`src/rtl/bcd_event_counter.sv`:
```
// Four-digit packed-BCD up/down event counter fed by an asynchronous step level.
// Rising edges of inc are synchronized, edge-detected and counted with wrap at 0000/9999.
module bcd_event_counter #(
   parameter int SYNC_STAGES = 2
) (
   input  logic        clk,
   input  logic        resetn,
   input  logic        inc,
   input  logic        up_down,
   input  logic        hold,
   input  logic        clear,
   output logic [15:0] count,
   output logic        wrap
);

   logic [SYNC_STAGES-1:0] r_sync;
   logic                   r_hist;
   logic [15:0]            r_count;
   logic                   r_wrap;
   logic                   w_step;
   logic [15:0]            w_next;
   logic                   w_carry;

   // Edge tracking runs independently of hold/clear so held edges are consumed.
   always_ff @(posedge clk or negedge resetn) begin
      if (!resetn) begin
         r_sync <= '0;
         r_hist <= 1'b0;
      end else begin
         r_sync <= {r_sync[SYNC_STAGES-2:0], inc};
         r_hist <= r_sync[SYNC_STAGES-1];
      end
   end

   assign w_step = r_sync[SYNC_STAGES-1] & ~r_hist;

   // Per-digit ripple; w_carry left set after the top digit means 9999<->0000.
   always_comb begin
      w_next  = r_count;
      w_carry = 1'b1;
      for (int d = 0; d < 4; d++) begin
         if (w_carry) begin
            if (up_down) begin
               if (r_count[4*d +: 4] == 4'd9) begin
                  w_next[4*d +: 4] = 4'd0;
                  w_carry          = 1'b1;
               end else begin
                  w_next[4*d +: 4] = r_count[4*d +: 4] + 4'd1;
                  w_carry          = 1'b0;
               end
            end else begin
               if (r_count[4*d +: 4] == 4'd0) begin
                  w_next[4*d +: 4] = 4'd9;
                  w_carry          = 1'b1;
               end else begin
                  w_next[4*d +: 4] = r_count[4*d +: 4] - 4'd1;
                  w_carry          = 1'b0;
               end
            end
         end
      end
   end

   always_ff @(posedge clk or negedge resetn) begin
      if (!resetn) begin
         r_count <= 16'h0000;
         r_wrap  <= 1'b0;
      end else if (clear) begin
         r_count <= 16'h0000;
         r_wrap  <= 1'b0;
      end else if (w_step && !hold) begin
         r_count <= w_next;
         r_wrap  <= w_carry;
      end else begin
         r_wrap  <= 1'b0;
      end
   end

   assign count = r_count;
   assign wrap  = r_wrap;

endmodule

```
`config.mk`:
```
export PLATFORM = sky130hd
export DESIGN_NAME = bcd_event_counter
export DESIGN_NICKNAME = d
export VERILOG_FILES = /design/src/rtl/bcd_event_counter.sv
export SDC_FILE = /design/constraint.sdc
export NUM_CORES = 1
export LEC_CHECK = 0
export ABC_AREA = 1
export ABC_CLOCK_PERIOD_IN_PS = 3900
export BUFFER_PORTS_ARGS = -buffer_cell sky130_fd_sc_hd__buf_2
export CORE_MARGIN = 4
export CORE_UTILIZATION = 30
export CTS_BUF_LIST = sky130_fd_sc_hd__clkbuf_16
export DETAILED_ROUTE_END_ITERATION = 6
export GPL_TIMING_DRIVEN = 0
export SYNTH_ARGS = -nofsm -noshare
export SYNTH_HDL_FRONTEND = slang
export SYNTH_SLANG_ARGS = --single-unit
```
`constraint.sdc`:
```
create_clock -name clk -period 3.9 [get_ports clk]
set_clock_uncertainty 0.2 [all_clocks]
set_input_delay 0.78 -clock clk [delete_from_list [all_inputs] [get_ports clk]]
set_output_delay 0.78 -clock clk [all_outputs]
set_load 0.02 [all_outputs]
```
After elaboration in Yosys (flattened, before gate mapping). Cells that the tools add are included.

Add/subtract/negate cells: 8. Equality and inequality tests: 4. Mux-type cells: 34. Bitwise logic cells: 2. Reduce and logical (&&, ||, !) cells: 13.

Operator list (count): 2-to-1 mux 4 bit (15); 2-to-1 mux 16 bit (2); 2-to-1 mux 1 bit (17); adder 4 x 1 -> 4 bit (second input constant) (4); == test 4 bit (second input constant) (4); logical NOT 4 bit (4); subtractor 4 x 1 -> 4 bit (second input constant) (4); nonzero test 2 bit (4); AND reduction 2 bit (3); bitwise AND 1 bit (1); logical AND 1 bit (1); logical NOT 1 bit (1); NOT 1 bit (1).

Bits in registers: 20. Bits of input ports: 6.

Logic depth before layout (Yosys ltp).
Depth in word-level cells: 8. Gate-level depth with buffers: 10. Mapped depth without buffers: 10.

Worst setup path before layout. No wires, ideal clock.

Path type: input port to flip-flop. From: in up_down. To: reg r_count[13], in the netlist count[13]. Library setup time: 118 ps. Data arrival time: 1500 ps. Required time: 3582 ps. Setup slack: 2081 ps. Cell stages on the path: 8. Buffers on the path: 0. Cell sequence: inv_2 -> nand3_2 -> nand2_1 -> nand2_2 -> nor2_8 -> nand2_4 -> nand3_1 -> nand2_1.

Cells in the longest elaborated chain, start to end: 5.

RTL lines: start: declaration (line 9) `input logic up_down,`; 2-to-1 mux 1 bit (line 43) `if (up_down) begin`; 2-to-1 mux 1 bit (2 in series) (line 42) `if (w_carry) begin`; nonzero test 2 bit (no source line); AND reduction 2 bit (no source line); end signal: assignment (line 72) `r_count <= w_next;`; end: declaration (line 18) `logic [15:0] r_count;`.

Several ways; a longest one is shown, not always the timed one. The select of a mux whose other input is x is not followed. A chain may end at the register's enable or synchronous reset.

Worst setup path after layout.
From: reg r_count[5], in the netlist count[5]. To: out count[5].

RTL lines: end: declaration (line 12) `output logic [15:0] count,`.

No word-level cell between the ends.

==> metrics.txt <==
outcome=complete, no violations; delay of the slowest critical-path stage=0.47 ns; Max Cap Viol=0; CTS Root Cell=clkbuf_16; DP Cell Count=280; CP top delay family=flip-flops; total CTS buffers=3; Pins Over Slew Limit=0; grt total ovfl=0; Peak VDD IR=189 µV; vias in the first global route=between 1000 and 1500; postcts setup bufs=0; Syn Area/Cell=between 6 and 7 µm²; R2R depth=9; Clock H-tree levels=1; Layout Nets=~240; Pre-antenna DRT Iters=4; Die X=76.4 µm; Layout Cells excl Fill=roughly 280; RSZ-0062 raised after global routing=false; Critical Path RT=2.92 ns; Fin. Hold Viols=0; via count=1329; detailed placement HPWL=2380 µm; most common cell after layout, fill and taps aside=nand2_1; Yosys top cell by area=dfrtp_1; crit path DAT=0.94 ns; initial core utilization=31.6%; routed len/inst=11.1 µm; mapped cell area=between 1000 and 1500 µm²; FF-to-FF Start=count[1]; WS Path Type=flop to primary output; Hold Path Stages=0; num rows=24; Slew @ Worst Pin=0.463 ns; overall routing resource usage=11.6%; IO Port Bufs=22; flops & latches, synth=20; fmax=0.521 GHz; Die Height=76.4 µm; IO Count=23; post-cts sizing count=0; CP max FO=7; post-synth top area share=35.7%; Post-Synthesis Cells=206; layout cells sized above 1=19.0%; Reg clk slew, reported paths=roughly 0.060 ns; number of vias per cell=between 4 and 5; Area contributors post-synth=dfrtp_1 (36%), nand2_1 (16%), nand3_1 (8.6%); DIE AREA=5830 µm²; Synth cell types=24; routed wire length=between 3000 and 4000 µm; pwr dens=307 nW/µm²; register area share after synthesis=35.7%; GPL Wtd Cong=0.825; CP cell instances=buf_2; Buf+Inv Stages, Crit Path=1; Skew-Pair Late Insertion Delay=0.25 ns; Final period util=about half; n_diodes=0; DRC violations left=0; Layout Area Growth over Synthesis=17.8%; min-delay worst type=flop to flop; first-pass GRT wire length=5700 µm; YS warnings=0; Clock Path Buffers=2; TritonCTS clock tree=yes; core area=4440 µm²; initial drt markers=100; largest net degree at the start of global routing=21; cell depth of the worst setup path=1; initial antenna violation count=0; worst hold start=r_sync[0]; Setup violations, final=0; relative slew slack=69.1%; Crit. End Element=primary output; crit path from=count[5]; Clock Sinks=20; ANT nets after route=0; fin crit period=between 1.5 and 2 ns; CP Launch Type=flop; slowest cell on the critical path=dfrtp_1; most frequent cells in the layout=nand2_1 (60), nor2_1 (26), inv_1 (24), nand3_1 (24), buf_2 (23); TNS Setup=0 ns; Post-Syn Nets=roughly 220; LEAKAGE=0.939 nW; hold_buf cts=0
## path summary, 6_finish.rpt
path / endpoint / slack, ns
min: r_sync[1] / 0.16
max in group asynchronous: count[0] / 2.91
max reg2reg: count[15] / 2.06
max: count[5] / 1.98
min reg2reg: r_sync[1] / 0.16
min in group asynchronous: r_hist / 0.28
## logic make-up (layout without fill, tap and decap cells)
logic type,after synthesis,count (layout),share of synthesized area (%)
xor gates and xnor gates,3,3,1.87
AOI/OAI and AO/OA,22,22,8.30
and+or+nand+nor,127,127,41.9
buffers and inverters,30,55,8.65
adders and majority gates,4,4,3.57
DFF,20,20,35.7
## cells in the mapped netlist, drive strengths merged
master	instances
a21oi	4
buf	2
dfrtp	20
ha	4
inv	28
nand2	67
nand3	25
nand4	3
nor2	29
nor3	3
o2111ai	1
o211ai	1
o21ai	16
xnor2	1
xor2	2
## worst register-to-register path: stages (launching register included)
cell and delay [ns]:
dfrtp_1 0.40, inv_1 0.14, ha_1 0.20, nand4_1 0.12, nand2_1 0.15, nand2_2 0.11
nor2_8 0.18, nand2_4 0.10, nand3_1 0.08, nand2_1 0.05
## layer usage
layer  share of wire, %  vias up  global-route usage (%)
met5                  0        -                       0
met1                 50      587                    15.1
met2                 45       29                    19.7
met3                4.7        2                    2.84
met4               0.38        0                    2.17
li1                   -      711                       -
## metrics by stage
step	total power (W)	setup WS [ns]	cell area (µm²)	hold WS, ns	utilization [%]
after floorplan	0.000279	2.08	1400	0.131	-
after CTS	0.000520	1.96	1650	0.162	37.2
after global placement	0.000304	1.77	1580	0.132	35.5
final	0.000508	1.98	1650	0.162	37.2
after detailed placement	0.000304	1.76	1580	0.149	35.5
after global routing	0.000540	1.89	1650	0.174	37.2
## power by group
group	total, W	internal [W]	leakage (nW)	switching (W)
Clock	0.000208	0.000135	0.0370	0.0000728
Sequential	0.000222	0.000214	0.270	0.00000831
Combinational	0.0000779	0.0000251	0.633	0.0000528
Total	0.000508	0.000374	0.939	0.000134
## sequential cells by signal, indices dropped and copies added (netlist names)
register / cells
r_sync: 2
r_hist: 1
count: 16
wrap: 1
## layout make-up
| class | instances | area (µm²) |
|---|---|---|
| buffer | 2 | 16.3 |
| multi-input combinational | 156 | 781 |
| inverter | 28 | 105 |
| tap | 52 | 65.1 |
| sequential | 20 | 500 |
| fill | 467 | 2790 |
| clock buffer | 3 | 75.1 |
| timing repair buffer | 22 | 110 |
No activity file was read; power rests on OpenSTA's default activity.
